$ cat src/rtl/mul_shift_add.sv
// Sequential shift-and-add unsigned multiplier: one 64-bit carry-select addition per clock,
// WIDTH iterations per operation, valid/ready handshake on both sides.

module csa_64 (
  input  logic [63:0] i_a,
  input  logic [63:0] i_b,
  input  logic        i_c_in,
  output logic [63:0] o_sum,
  output logic        o_c_out
);
  localparam int unsigned BLK  = 8;
  localparam int unsigned NBLK = 64 / BLK;

  logic [NBLK:0] w_carry;
  assign w_carry[0] = i_c_in;

  // Each block precomputes both carry-in cases; the ripple only drives the selects.
  for (genvar g = 0; g < NBLK; g++) begin : g_blk
    logic [BLK:0] w_s0;
    logic [BLK:0] w_s1;
    assign w_s0 = {1'b0, i_a[g*BLK +: BLK]} + {1'b0, i_b[g*BLK +: BLK]};
    assign w_s1 = w_s0 + (BLK+1)'(1);
    assign o_sum[g*BLK +: BLK] = w_carry[g] ? w_s1[BLK-1:0] : w_s0[BLK-1:0];
    assign w_carry[g+1]        = w_carry[g] ? w_s1[BLK]     : w_s0[BLK];
  end

  assign o_c_out = w_carry[NBLK];
endmodule

module mul_shift_add #(
  parameter int unsigned WIDTH = 32
) (
  input  logic               clk,
  input  logic               reset,
  input  logic               in_valid,
  output logic               in_ready,
  input  logic [WIDTH-1:0]   a,
  input  logic [WIDTH-1:0]   b,
  output logic               out_valid,
  input  logic               out_ready,
  output logic [2*WIDTH-1:0] product
);
  localparam int unsigned CW = $clog2(WIDTH);

  typedef enum logic [1:0] {S_IDLE, S_BUSY, S_DONE} state_t;

  state_t             r_state;
  state_t             w_state_next;
  logic [63:0]        r_mcand;
  logic [63:0]        w_mcand_next;
  logic [WIDTH-1:0]   r_mplier;
  logic [WIDTH-1:0]   w_mplier_next;
  logic [63:0]        r_acc;
  logic [63:0]        w_acc_next;
  logic [CW-1:0]      r_cnt;
  logic [CW-1:0]      w_cnt_next;
  logic               w_load_product;
  logic               r_in_ready;
  logic               r_out_valid;
  logic [2*WIDTH-1:0] r_product;
  logic [63:0]        w_sum;
  logic               w_c_out_unused;

  csa_64 u_csa (
    .i_a     (r_acc),
    .i_b     (r_mcand),
    .i_c_in  (1'b0),
    .o_sum   (w_sum),
    .o_c_out (w_c_out_unused)
  );

  // State and datapath registers; handshake flags are registered from the next state.
  always_ff @(posedge clk or posedge reset) begin
    if (reset) begin
      r_state     <= S_IDLE;
      r_mcand     <= '0;
      r_mplier    <= '0;
      r_acc       <= '0;
      r_cnt       <= '0;
      r_in_ready  <= 1'b1;
      r_out_valid <= 1'b0;
      r_product   <= '0;
    end else begin
      r_state     <= w_state_next;
      r_mcand     <= w_mcand_next;
      r_mplier    <= w_mplier_next;
      r_acc       <= w_acc_next;
      r_cnt       <= w_cnt_next;
      r_in_ready  <= (w_state_next == S_IDLE);
      r_out_valid <= (w_state_next == S_DONE);
      if (w_load_product) r_product <= w_acc_next[2*WIDTH-1:0];
    end
  end

  always_comb begin
    w_state_next   = r_state;
    w_mcand_next   = r_mcand;
    w_mplier_next  = r_mplier;
    w_acc_next     = r_acc;
    w_cnt_next     = r_cnt;
    w_load_product = 1'b0;
    unique case (r_state)
      S_IDLE: begin
        if (in_valid) begin
          w_mcand_next  = 64'(a);
          w_mplier_next = b;
          w_acc_next    = '0;
          w_cnt_next    = '0;
          w_state_next  = S_BUSY;
        end
      end
      S_BUSY: begin
        w_acc_next    = r_mplier[0] ? w_sum : r_acc;
        w_mcand_next  = r_mcand << 1;
        w_mplier_next = r_mplier >> 1;
        w_cnt_next    = r_cnt + CW'(1);
        // Last multiplier bit: commit the accumulated sum including this iteration.
        if (r_cnt == CW'(WIDTH - 1)) begin
          w_load_product = 1'b1;
          w_state_next   = S_DONE;
        end
      end
      S_DONE: begin
        if (out_ready) w_state_next = S_IDLE;
      end
      default: w_state_next = S_IDLE;
    endcase
  end

  assign in_ready  = r_in_ready;
  assign out_valid = r_out_valid;
  assign product   = r_product;
endmodule

$ cat config.mk
export PLATFORM = sky130hd
export DESIGN_NAME = mul_shift_add
export DESIGN_NICKNAME = d
export VERILOG_FILES = /design/src/rtl/mul_shift_add.sv
export SDC_FILE = /design/constraint.sdc
export NUM_CORES = 1
export LEC_CHECK = 0
export ABC_AREA = 1
export CORE_AREA = 2 2 205 207
export DETAILED_ROUTE_END_ITERATION = 10
export DIE_AREA = 0 0 207 209
export PLACE_DENSITY = 0.64
export SLEW_MARGIN = 20
export SYNTH_ARGS = -nofsm -noshare
export SYNTH_HDL_FRONTEND = slang
export SYNTH_SLANG_ARGS = --single-unit
$ cat constraint.sdc
create_clock -name clk -period 10.5 [get_ports clk]
set_clock_uncertainty 0.2 [all_clocks]
set_input_delay 1.05 -clock clk [delete_from_list [all_inputs] [get_ports clk]]
set_output_delay 1.05 -clock clk [all_outputs]
set_load 0.005 [all_outputs]
==> results by group <==
Critical path
  • Reg2reg end: product[39]$_DFFE_PP0P_
  • Arrival @ worst endpoint: 4.16 ns
  • Worst R2R Path Depth: 24
  • Crit. End Element: flop
  • Worst reg2reg startpoint: r_mcand[8]$_DFFE_PP0P_
  • Crit path to: product[39]$_DFFE_PP0P_
  • Crit-path cells: ha_1 > inv_1 > fa_1 > inv_1 > ha_1 > inv_1 > nor2_4 > nand3_4 > nor2_8 > nand4_4 > nand2_4 > nand2_4 > nand2_4 > nand2_4 > nand2_4 > nand3_1 > nor2_2 > nand2_1 > xnor2_1 > nand2_1 > nand2_1 > nand2_1 > nand2_1 > nand2_1
  • WP data required: around 11 ns
  • Crit. Startpoint: r_mcand[8]$_DFFE_PP0P_
  • Worst-path fanout max: 9
  • Worst path slowest cell: fa_1
  • WS Path Type: flop to flop
  • CP startpoint kind: flop
  • Worst path max stage delay: 0.44 ns
  • Worst reg-to-reg setup slack: about 6.6 ns
  • CP most frequent cell: nand2_1

Placed design
  • Port-buffer cells: between 100 and 150
  • Placer Congestion: 0.895
  • Detailed Place HPWL: ~26 mm

Global routing
  • Initial antenna violation count: 0
  • Total GRT Usage: 0.171
  • Global-route wire length before repair: roughly 62 mm
  • Global route overflow: 0
  • Vias in the first global route: roughly 12,000
  • Largest net degree at the start of global routing: about 110

Logic synthesis
  • Mapped Cells: roughly 1,800
  • Mapped Area: around 0.014 mm2
  • Syn. warnings: 0
  • Most common cell in the synthesized netlist: nand2_1
  • Post-synth cell types: 54
  • Top cell type's share of synthesized area: 0.410
  • Async set or reset register ratio after synthesis: 1.00
  • Sequential element share of the synthesized area: 0.412
  • Post-synth EDFFs: 0
  • Synth cell count leaders: nand2_1, dfrtp_1, inv_1
  • Top cells by area, synth: dfrtp_1, nand2_1, o21ai_0
  • Post-Syn Nets: 1,958
  • Leading area contributor after synthesis: dfrtp_1
  • FF+latch count, synth: roughly 230
  • Top_reg_cell synth: dfrtp_1
  • Synthesized area per cell: 7.82 um2

Routing
  • DR vias/cell: about 5
  • DR DRC count: 0
  • Drt pass-1 iters: 5
  • Routed vias: 12,400
  • Iter 0 DRT Violations: between 700 and 800
  • Antenna Nets Post-Route: 0
  • Routed wire length per instance: 15.0 um
  • WL final: between 30 and 40 mm

Die
  • Core ar.: about 0.041 mm2
  • Die Span Y: about 210 um
  • Starting density of the core: 0.343
  • Row Count: 75
  • I/O pins: between 100 and 150
  • Die Area: between 0.04 and 0.05 mm2
  • Die width: between 200 and 250 um

Flow run
  • Max-cap violations: 0

STA
  • Final Cycle Share: 0.374
  • Final hold violations: 0
  • RSZ-0062 raised after global routing: no
  • Final TNS setup: 0 ns
  • Fmax: between 0.2 and 0.3 GHz
  • Max-slew violations: 0
  • Fin crit period: approximately 3.9 ns
  • Final setup vio count: 0
  • Relative slew slack: 0.293
  • Worst Tran Pin Value: 1.06 ns

Clocking
  • Root Driver: clkbuf_16
  • Worst-skew pair later-pin latency: between 0.5 and 0.6 ns
  • CTS resizes: 0
  • Hold buffers post-CTS: 0
  • Clock transition at path regs: 0.06 ns
  • Clk sink count: ~230
  • Total CTS buffers: 27
  • H-tree depth: 1
  • CTS max path bufs: 3
  • Post-CTS Setup Inserts: 0
  • TritonCTS clock tree: yes

Min path
  • HP Class: flop to flop

Finish
  • Area grow syn2layout: 19.2%
  • Final net count: just over 2,000
  • Layout cells sized above 1: 0.0611
  • Diodes inserted: 0

Status
  • Outcome: completed
[worst min-delay path by stage]
stage	endpoint	depth (start not counted)	from	slack, ns
after detailed placement	product[45]$_DFFE_PP0P_	2	product[45]$_DFFE_PP0P_	0.27
final	product[45]$_DFFE_PP0P_	2	product[45]$_DFFE_PP0P_	0.28
after global placement	product[61]$_DFFE_PP0P_	2	product[61]$_DFFE_PP0P_	0.26
after global routing	product[45]$_DFFE_PP0P_	2	product[45]$_DFFE_PP0P_	0.30
after CTS	product[45]$_DFFE_PP0P_	2	product[45]$_DFFE_PP0P_	0.28
after floorplan	r_cnt[0]$_DFFE_PP0P_	1	r_cnt[0]$_DFFE_PP0P_	0.27
[final cells by class]
cell class / count / area, um2
clock buffers: 41 / 788
clock inverters: 8 / 83.8
fillers: 4150 / 24400
inverters: 205 / 778
multi-input cells: 1299 / 7290
flip-flops and latches: 233 / 5830
well taps: 539 / 674
repair buffers: 144 / 1410
[cells in the final DEF, fill, tap and decap left out, drive strengths merged]
cell,synthesis,final
a21o,2,2
a21oi,105,105
a221oi,3,3
a22o,2,2
a31oi,23,23
a32o,1,1
and2,1,1
buf,14,11
bufinv,0,1
clkbuf,59,41
clkdlybuf4s50,0,133
clkinv,5,9
dfrtp,232,232
dfstp,1,1
fa,8,8
ha,72,72
inv,200,203
mux2i,4,4
nand2,452,452
nand3,114,114
nand3b,6,6
nand4,18,18
nor2,143,143
nor3,8,8
nor4,2,2
o211ai,13,13
o21a,4,4
o21ai,203,203
o21bai,3,3
o221ai,2,2
o22ai,39,39
o2bb2ai,1,1
o311ai,1,1
o31ai,3,3
o32ai,1,1
or2,8,8
xnor2,24,24
xor2,33,33
[metrics by stage]
| step | util | std cells | setup slack (ns) | area [um2] | hold WS (ns) |
|---|---|---|---|---|---|
| after global placement | 0.387 | 2420 | 6.26 | 16000 | 0.265 |
| after global routing | 0.408 | 2469 | 6.31 | 16900 | 0.302 |
| after floorplan | - | 1810 | 2.86 | 14200 | 0.270 |
| final | 0.408 | 2469 | 6.57 | 16900 | 0.280 |
| after CTS | 0.408 | 2469 | 6.55 | 16900 | 0.279 |
| after detailed placement | 0.387 | 2420 | 6.24 | 16000 | 0.269 |
[cells by family after synthesis]
family,synth area share
mux,0.00283
simple gates,0.242
xor+xnor,0.0358
compound gates,0.158
fa+ha+maj,0.0750
buf+inv,0.0743
flops,0.412
[worst max-delay path: cells and delay by family (launching register included)]
| family | cells | cell delay (ns) |
|---|---|---|
| buf+inv | 3 | 0.23 |
| fa+ha+maj | 3 | 0.87 |
| simple gates | 17 | 1.95 |
| xor+xnor | 1 | 0.14 |
| flops | 1 | 0.40 |
[flip-flops by register name (all words and copies together), names as in the netlist]
name	cells
r_mcand	64
r_cnt	5
r_mplier	32
product	64
in_ready	1
r_state	2
r_acc	64
out_valid	1
[layer usage]
layer	track usage	routed length (um)	up-vias
li1	-	-	6191
met5	0	0	-
met3	0.0216	1640	63
met2	0.286	16900	322
met1	0.233	17500	5804
met4	0.0490	1000	0
Power is not shown: default switching activity piles up to over one toggle a cycle in this logic, so the estimate is an artifact.
